[src/rtl/acc_drain.sv]
// Accumulator drain: reads a row range, applies ReLU / rounding shift / int8 saturation per column, streams results.
// Latency: start sampled at cycle T, first out_valid at T+2; 1 row/cycle when out_ready stays high.
// Backpressure: out_ready low freezes the output register and the read pointer; the read is simply repeated.
module acc_drain #(
    parameter int ADDR_W  = 8,
    parameter int SHIFT_W = 5
) (
    input  logic              clk,
    input  logic              rst,
    input  logic              start,
    input  logic [ADDR_W-1:0] base_addr,
    input  logic [ADDR_W:0]   row_count,
    input  logic [SHIFT_W-1:0] shift,
    input  logic              relu_en,
    output logic              busy,
    output logic              done,
    output logic              acc_rd_en,
    output logic [ADDR_W-1:0] acc_rd_addr,
    input  logic [63:0]       acc_rd_data,
    output logic              out_valid,
    input  logic              out_ready,
    output logic [15:0]       out_data,
    output logic [ADDR_W-1:0] out_addr
);
    typedef enum logic [1:0] {IDLE, READ, FLUSH, DONE} state_t;

    state_t               state, state_n;
    logic [ADDR_W-1:0]    rd_ptr;
    logic [ADDR_W:0]      issued;
    logic [ADDR_W:0]      count_q;
    logic [SHIFT_W-1:0]   shift_q;
    logic                 relu_q;
    logic                 load;
    logic                 xfer;

    // 33-bit intermediate keeps x + 2^(sh-1) from overflowing for any int32 input.
    function automatic logic [7:0] requant(input logic [31:0] x,
                                           input logic [SHIFT_W-1:0] sh,
                                           input logic relu);
        logic signed [32:0] v;
        v = {x[31], x};
        if (relu && x[31])
            v = '0;
        if (sh != '0)
            v = (v + (33'sd1 <<< (sh - 1'b1))) >>> sh;
        if (v > 33'sd127)
            requant = 8'h7F;
        else if (v < -33'sd128)
            requant = 8'h80;
        else
            requant = v[7:0];
    endfunction

    always_ff @(posedge clk or posedge rst) begin
        if (rst)
            state <= IDLE;
        else
            state <= state_n;
    end

    always_comb begin
        state_n   = state;
        load      = 1'b0;
        xfer      = out_valid && out_ready;
        busy      = 1'b0;
        done      = 1'b0;
        acc_rd_en = 1'b0;
        case (state)
            IDLE: begin
                if (start)
                    state_n = (row_count == '0) ? DONE : READ;
            end
            READ: begin
                busy      = 1'b1;
                acc_rd_en = 1'b1;
                load      = !out_valid || out_ready;
                if (load && ((issued + 1'b1) == count_q))
                    state_n = FLUSH;
            end
            FLUSH: begin
                busy = 1'b1;
                if (xfer)
                    state_n = DONE;
            end
            DONE: begin
                done    = 1'b1;
                state_n = IDLE;
            end
            default: state_n = IDLE;
        endcase
    end

    assign acc_rd_addr = rd_ptr;

    always_ff @(posedge clk or posedge rst) begin
        if (rst) begin
            rd_ptr    <= '0;
            issued    <= '0;
            count_q   <= '0;
            shift_q   <= '0;
            relu_q    <= 1'b0;
            out_valid <= 1'b0;
            out_data  <= '0;
            out_addr  <= '0;
        end else begin
            if (state == IDLE && start) begin
                rd_ptr  <= base_addr;
                issued  <= '0;
                count_q <= row_count;
                shift_q <= shift;
                relu_q  <= relu_en;
            end
            // A load in the same cycle as a transfer refills the register with no bubble.
            if (load) begin
                out_data  <= {requant(acc_rd_data[63:32], shift_q, relu_q),
                              requant(acc_rd_data[31:0], shift_q, relu_q)};
                out_addr  <= rd_ptr;
                out_valid <= 1'b1;
                rd_ptr    <= rd_ptr + 1'b1;
                issued    <= issued + 1'b1;
            end else if (xfer) begin
                out_valid <= 1'b0;
            end
        end
    end
endmodule

[config.mk]
export PLATFORM = sky130hd
export DESIGN_NAME = acc_drain
export DESIGN_NICKNAME = d
export VERILOG_FILES = /design/src/rtl/acc_drain.sv
export SDC_FILE = /design/constraint.sdc
export NUM_CORES = 1
export LEC_CHECK = 0
export CAP_MARGIN = 20
export CELL_PAD_IN_SITES_DETAIL_PLACEMENT = 1
export CELL_PAD_IN_SITES_GLOBAL_PLACEMENT = 2
export CORE_UTILIZATION = 35
export CTS_CLUSTER_SIZE = 14
export DETAILED_ROUTE_END_ITERATION = 16
export PLACE_DENSITY = 0.95
export SETUP_SLACK_MARGIN = 0.5
export SYNTH_ARGS = -nofsm -noshare
export SYNTH_HDL_FRONTEND = slang
export SYNTH_SLANG_ARGS = --single-unit
[constraint.sdc]
create_clock -name clk -period 12 [get_ports clk]
set_input_delay 1.2 -clock clk [delete_from_list [all_inputs] [get_ports clk]]
set_output_delay 1.2 -clock clk [all_outputs]
set_load 0.05 [all_outputs]
==> out/qor.yml, run 1 <==
run_status:
  status: "finished, final reports clean"
yosys:
  syn_inst: 2197
  ys_seq_elements: 59
  synth_warnings: 0
  synth_fa_ha_area_share_pct: 4.77
  synth_edf_count: 0
  ys_seq_area_share_pct: 9.63
  yosys.area_share.simple_pct: 28.2
  synth.area.mux_share_pct: 6.64
  syn_area_per_cell_um2: 6.98
  synth_flop_cell: "dfrtp_1"
  synth_cell_type_count: 117
  syn_area_um2: 15300
  synth-xor-area-share_pct: 4.93
  async_flop_share_pct: 100
  syn_nets: 2342
  synth_top_family_by_area: "compound AO/OA/AOI/OAI gates"
  synth_compound_area_share_pct: 40.2
cells_and_area:
  design_area_um2: 17300
  layout.nets: 2358
  final_cells: 2804
  syn2layout_area_growth_pct: 12.7
  layout-drive-gt1-share_pct: 9.65
  fillers: 5450
critical_path:
  ff2ff_setup_slack_ps: 3300
  required_ps: 12220
  worst-setup-path-type: "flop to flop"
  cp_max_fo: 35
  crit_family: "compound AO/OA/AOI/OAI gates"
  worst-path-buf-inv: 2
  timing.critical_path.arrival_ps: 8920
  path_cells: "buf_4 > or3_1 > buf_4 > nor2_1 > ha_1 > fa_1 > a21oi_1 > o211a_1 > o31ai_1 > o2111ai_1 > o21ai_2 > mux2_2 > nor3_1 > a211oi_1 > a2111oi_0 > a211oi_1 > nor4_1 > nand2_1 > o32a_4 > o22a_1"
  rr_worst_depth: 20
  reg2reg_from: "shift_q[3]"
  end_kind: "flop"
  slowest_stage: "nor2_1"
  slowest_delay_ps: 1020
  worstReg2RegEnd: "out_data[3]"
  critPathLaunchType: "flop"
placement:
  dp_hpwl_um: 67700
  dpl_cell_area_um2: 17000
  place_congestion: 1.04
  dp.cells: 2787
  portBuffers: 126
min_path:
  min_from: "out_addr[6]"
  whs_path_depth: 2
  hp-class: "flop to flop"
  hold_path_end: "out_addr[6]"
power_and_ir_drop:
  vdd_drop_max_mv: 0.0438
  p_leak_nw: 6.82
  powerDensity_nw_per_um2: 40.5
drt:
  totalWireLength_um: 89200
  ant_nets: 0
  vias: 19900
  drt_iter0_drc: 2172
  first_pass_iters: 8
  drc: 0
  via_per_inst: 7.11
  routedWlPerCell_um: 31.8
clock_network:
  clk_latency_ps: 340
  post_cts_buffers: 0
  clockBufferDepth: 2
  htreeDepth: 3
  cts_sinks: 59
  cts_tree: "built"
  cts_buffers: 9
  ctsResizeCount: 0
  cts_root_buffer: "clkbuf_16"
  clkTransAtPathRegs_ps: 60
  postCtsHoldBufs: 0
floorplanning:
  chipWidth_um: 211
  die_area_um2: 44600
  die_h_um: 211
  num_rows: 76
  coreArea_um2: 43200
  start_util_pct: 35.5
  pin_count: 127
global_route:
  grt_overflow: 0
  grt_use_total_pct: 39.2
  grt_pass1_wl_um: 131000
  antenna_found_initial: 0
  grt_pass1_vias: 20100
  grt_max_degree: 60
sta:
  finalHoldViolCount: 0
  finalSetupViolations: 0
  period_share_pct: 72.5
  slew_headroom_pct: 11.9
  slew_violations: 0
  fin_skew_ps: 6.89
  fin_tns_setup_ps: 0
  rsz0062_at_grt: "false"
  tightestPinTransition_ps: 1320
  finalCriticalPeriod_ps: 8700
  max_freq_mhz: 115
job:
  cap_violations: 0
## layout make-up
class                      count  area, um2  share of cell area, %
clock buffer                  10        229                   1.33
clock inverter                 6       41.3                  0.239
tap                          585        732                   4.24
inverter                      34        128                  0.739
antenna                        1       2.50                 0.0145
multi-input combinational   1931      13000                   75.3
sequential                    59       1490                   8.60
timing repair buffer         178       1650                   9.56
## placed cells by master (no fill, tap or decap), types with 13 or more instances in the layout
| cell type | count |
|---|---|
| a31oi_1 | 35 |
| a21oi_1 | 149 |
| a22oi_1 | 20 |
| ha_1 | 52 |
| and2_1 | 69 |
| o2111ai_1 | 17 |
| inv_1 | 29 |
| o31ai_1 | 21 |
| mux2_2 | 32 |
| mux2i_1 | 50 |
| nand3_1 | 67 |
| o211ai_1 | 56 |
| a211o_1 | 17 |
| clkdlybuf4s50_1 | 126 |
| o21ai_0 | 119 |
| o221ai_1 | 14 |
| o22ai_1 | 25 |
| o21a_1 | 27 |
| nor3_1 | 50 |
| a221oi_1 | 26 |
| nand4_1 | 46 |
| a21boi_0 | 13 |
| a211oi_1 | 52 |
| or2_2 | 19 |
| dfrtp_1 | 54 |
| nor2_1 | 219 |
| nand2b_1 | 16 |
| a41oi_1 | 13 |
| o211a_1 | 15 |
| or3_1 | 14 |
| a21bo_2 | 16 |
| nor4_1 | 30 |
| xnor2_1 | 58 |
| buf_4 | 52 |
| and3_1 | 22 |
| nand2_1 | 219 |
| a21o_1 | 29 |
| nor2b_1 | 13 |
| xor2_1 | 20 |
## report_power, final
part | switching (mW) | total (mW) | internal, mW
Combinational | 0.158 | 0.257 | 0.0986
Clock | 0.104 | 0.244 | 0.140
Sequential | 0 | 0.199 | 0.199
## per-layer routing
layer	GRT usage [%]	vias up	part of all wire (%)
met2	62.1	1203	44
met1	48.7	9881	39
met3	6.91	328	9.2
li1	-	8536	-
met4	25.7	0	7.3
met5	0	-	0
## flip-flops by register name (all words and copies together), names as in the netlist
signal,cells
acc_rd_addr,8
count_q,9
issued,9
out_addr,8
out_data,16
out_valid,1
relu_q,1
shift_q,5
state,2
## worst max-delay path by stage
| stage | endpoint | cells after the start | slack (ps) | start |
|---|---|---|---|---|
| floorplan | out_data[0] | 20 | 5770 | acc_rd_data[31] |
| global placement | out_data[3] | 21 | 3880 | shift_q[3] |
| detailed placement | out_data[3] | 21 | 3790 | shift_q[3] |
| CTS | out_data[3] | 21 | 3720 | shift_q[3] |
| global route | out_data[4] | 20 | 3420 | shift_q[3] |
| finish | out_data[3] | 20 | 3300 | shift_q[3] |
## Yosys cell counts (15+ instances only)
master	instances	area share [%]
a21bo_2	16	1.0
o2111ai_1	17	0.97
nand2b_1	17	0.69
o21a_1	27	1.3
a21o_1	29	1.4
o211a_1	15	0.98
o21ai_0	119	3.9
nor4_1	30	1.2
a211o_1	17	0.97
o211ai_1	56	2.7
a21oi_1	149	4.9
a211oi_1	52	2.5
a31oi_1	35	1.4
buf_2	29	0.95
a22oi_1	20	0.98
xor2_1	20	1.1
nand3_1	67	2.2
mux2_2	32	2.4
xnor2_1	58	3.3
ha_1	52	4.2
o22ai_1	25	1.0
and2_1	69	2.8
nor3_1	50	1.6
clkbuf_1	103	2.5
nor2_1	222	5.4
inv_1	31	0.76
mux2i_1	50	3.3
or2_2	18	0.73
o31ai_1	21	1.0
a221oi_1	26	1.5
dfrtp_1	59	9.6
buf_1	30	0.73
and3_1	22	0.90
nand4_1	46	1.9
nand2_1	219	5.4
## worst register-to-register path: stages, from the launching register on
cell,delay (ps)
dfrtp_2,660
buf_4,400
or3_1,410
buf_4,230
nor2_1,1030
ha_1,360
fa_1,250
a21oi_1,110
o211a_1,270
o31ai_1,440
o2111ai_1,450
o21ai_2,540
mux2_2,420
nor3_1,760
a211oi_1,270
a2111oi_0,770
a211oi_1,220
nor4_1,290
nand2_1,110
o32a_4,410
o22a_1,190
## logic make-up (layout without fill, tap and decap cells)
family | Yosys count | count (layout)
xor+xnor | 81 | 81
fa+ha+maj | 58 | 58
buf+inv | 207 | 228
other cells | 0 | 1
compound gates | 843 | 843
mux | 89 | 89
flops | 59 | 59
simple gates | 860 | 860
## stage by stage
stage	hold slack [ps]	power [mW]	util, %	setup slack (ps)
after floorplan	474	0.351	-	5770
after global placement	457	0.448	39.4	3880
after detailed placement	469	0.450	39.4	3790
after CTS	487	0.694	40.0	3720
after global routing	512	0.722	40.0	3420
final	479	0.699	40.0	3300
No activity file was read; power rests on OpenSTA's default activity.
==> run 2: changes to the inputs <==
--- a/config.mk
+++ b/config.mk
@@ -8,10 +8,10 @@
 export CAP_MARGIN = 20
 export CELL_PAD_IN_SITES_DETAIL_PLACEMENT = 1
 export CELL_PAD_IN_SITES_GLOBAL_PLACEMENT = 2
-export CORE_UTILIZATION = 35
+export CORE_UTILIZATION = 31
 export CTS_CLUSTER_SIZE = 14
 export DETAILED_ROUTE_END_ITERATION = 16
-export PLACE_DENSITY = 0.95
+export PLACE_DENSITY = 0.9
 export SETUP_SLACK_MARGIN = 0.5
 export SYNTH_ARGS = -nofsm -noshare
 export SYNTH_HDL_FRONTEND = slang
==> constraint.sdc (replaced) <==
create_clock -name clk -period 7.9 [get_ports clk]
set_input_delay 0.79 -clock clk [delete_from_list [all_inputs] [get_ports clk]]
set_output_delay 0.79 -clock clk [all_outputs]
set_load 0.05 [all_outputs]
==> run 2 against run 1 <==
Sequential cell count did not move; sequential share of layout area decreased by 0.23 points; die area up 13%; combinational power rose by 52%.
==> out/qor.yml, run 2 (synthesis results as in run 1) <==
critical_path:
  required_ps: 8120  # was 12220 ps
  crit_family: "compound AO/OA/AOI/OAI gates"  # unchanged
  end_kind: "flop"  # unchanged
  slowest_delay_ps: 780  # was 1020 ps
  reg2reg_from: "shift_q[2]"  # was shift_q[3]
  worst-path-buf-inv: 0  # was 2
  cp_common_cell: "a21oi_1"
  path_cells: "or3_1 > nor2_1 > fa_1 > a21oi_1 > o211a_1 > o31ai_1 > o2111ai_1 > o21ai_2 > mux2_2 > nor3_1 > a211oi_1 > a21o_1 > o41a_1 > a21oi_1 > nand2_1 > or4_1 > o32a_4 > o22a_1"  # was buf_4 > or3_1 > buf_4 > nor2_1 > ha_1 > fa_1 > a21oi_1 > o211a_1 > o31ai_1 > o2111ai_1 > o21ai_2 > mux2_2 > nor3_1 > a211oi_1 > a2111oi_0 > a211oi_1 > nor4_1 > nand2_1 > o32a_4 > o22a_1
  slowest_stage: "nor2_1"  # unchanged
  worst-setup-path-type: "flop to flop"  # unchanged
  worstReg2RegEnd: "out_data[3]"  # unchanged
  critPathLaunchType: "flop"  # unchanged
  rr_worst_depth: 18  # was 20
  cp_max_fo: 17  # was 35
  ff2ff_setup_slack_ps: 650  # was 3300 ps
  timing.critical_path.arrival_ps: 7470  # was 8920 ps
sta:
  fin_skew_ps: 6.84  # was 6.89 ps
  slew_headroom_pct: 17.5  # was 11.9%
  finalCriticalPeriod_ps: 7250  # was 8700 ps
  slew_violations: 0  # unchanged
  fin_tns_setup_ps: 0  # unchanged
  layout_setup_ws_ps: 649  # was 3300 ps
  max_freq_mhz: 138  # was 115 MHz
  finalSetupViolations: 0  # unchanged
  rsz0062_at_grt: "false"  # unchanged
  period_share_pct: 91.8  # was 72.5%
  tightestPinTransition_ps: 1240  # was 1320 ps
  finalHoldViolCount: 0  # unchanged
cells_and_area:
  fillers: 6150  # was 5450
  design_area_um2: 17700  # was 17300 um2
  reg_top3: "out_data: 16 flops, count_q: 9 flops, issued: 9 flops"  # unchanged
  largest_register: "out_data"  # unchanged
  final_cell_mix: "219 x nor2_1, 219 x nand2_1, 149 x a21oi_1"  # unchanged
  layout.nets: 2397  # was 2358
  largest_reg_flops: 16  # unchanged
  final_cells: 2922  # was 2804
  syn2layout_area_growth_pct: 15.8  # was 12.7%
  layout-drive-gt1-share_pct: 11.2  # was 9.65%
  multiInputGateArea_um2: 13000  # about the same
  seqCellArea_um2: 1490  # unchanged
min_path:
  hp-class: "flop to flop"  # unchanged
  min_from: "out_addr[0]"  # was out_addr[6]
  hold_path_end: "out_addr[0]"  # was out_addr[6]
  whs_path_depth: 2  # unchanged
clock_network:
  cts_buffers: 9  # unchanged
  cts_sinks: 59  # unchanged
  htreeDepth: 3  # unchanged
  cts_tree: "built"  # unchanged
  clockBufferDepth: 2  # unchanged
  cts_root_buffer: "clkbuf_16"  # unchanged
  postCtsHoldBufs: 0  # unchanged
  ctsResizeCount: 0  # unchanged
  clkTransAtPathRegs_ps: 60  # about the same
  post_cts_buffers: 0  # unchanged
  clk_latency_ps: 340  # about the same
placement:
  dp_slack_ps: 550  # was 3790 ps
  dp_hpwl_um: 70400  # was 67700 um
  dp.cells: 2903  # was 2787
  place_congestion: 1.07  # was 1.04
  dpl_cell_area_um2: 17400  # was 17000 um2
  portBuffers: 126  # unchanged
drt:
  route.met2.wl_um: 40700  # was 39600 um
  ant_nets: 0  # unchanged
  met3_length_um: 7600  # was 8200 um
  via_per_inst: 6.85  # was 7.11
  totalWireLength_um: 90400  # was 89200 um
  vias: 20000  # was 19900
  routedWlPerCell_um: 31.0  # was 31.8 um
  first_pass_iters: 5  # was 8
  drt_iter0_drc: 2118  # was 2172
  wl_met1_um: 36200  # was 35000 um
  drc: 0  # unchanged
  dr.max_layer_used: "met5"  # was met4
floorplanning:
  die_h_um: 224  # was 211 um
  die_area_um2: 50300  # was 44600 um2
  num_rows: 81  # was 76
  coreArea_um2: 48800  # was 43200 um2
  start_util_pct: 31.4  # was 35.5%
  pin_count: 127  # unchanged
  chipWidth_um: 224  # was 211 um
global_route:
  grt_max_degree: 60  # unchanged
  grt_pass1_wl_um: 132000  # was 131000 um
  grt_pass1_vias: 19800  # was 20100
  grt_overflow: 0  # unchanged
  grt_use_total_pct: 35.0  # was 39.2%
  antenna_found_initial: 2  # was 0
power_and_ir_drop:
  finalPower_mw: 1.14  # was 0.699 mW
  powerDensity_nw_per_um2: 64.3  # was 40.5 nW/um2
  vdd_drop_max_mv: 0.0900  # was 0.0438 mV
  p_leak_nw: 7.04  # was 6.82 nW
run_status:
  status: "finished, final reports clean"  # unchanged
job:
  cap_violations: 0  # unchanged
-- run 2: cell type report --
class,count,share of cell area (%)
Clock buffer,11,1.42
Multi-Input combinational cell,1931,73.3
Tap cell,664,4.68
Sequential cell,59,8.37
Inverter,34,0.719
Clock inverter,4,0.416
Timing Repair Buffer,217,11.0
Antenna cell,2,0.0282
-- run 2: tightest hold or removal path, stage by stage (launching register included) --
cell     delay, ps
dfrtp_1        340
nand2_1         50
nand2_1         60
-- run 2: how the worst max path moves through the flow --
stage                          startpoint           to  cells after the start
after floorplan                shift_q[0]  out_data[0]                     25
after global placement    acc_rd_data[31]  out_data[6]                     21
after detailed placement  acc_rd_data[31]  out_data[3]                     21
after CTS                      shift_q[2]  out_data[3]                     20
after global routing           shift_q[2]  out_data[1]                     20
final                          shift_q[2]  out_data[3]                     18
-- run 2: per-layer routing --
layer	track usage (%)	vias to the layer above
li1	-	8619
met3	5.54	301
met5	0	-
met1	44.1	9954
met4	20.9	4
met2	56.1	1131
-- run 2: stage by stage --
| step | hold slack [ps] | utilization (%) |
|---|---|---|
| after floorplan | 474 | - |
| after global placement | 458 | 35.6 |
| after detailed placement | 474 | 35.6 |
| after CTS | 489 | 36.3 |
| after global routing | 506 | 36.3 |
| final | 486 | 36.3 |
-- run 2: power by group --
group | switching, mW | internal, mW
Sequential | 0 | 0.302
Combinational | 0.239 | 0.153
Clock | 0.157 | 0.292
Total | 0.395 | 0.747
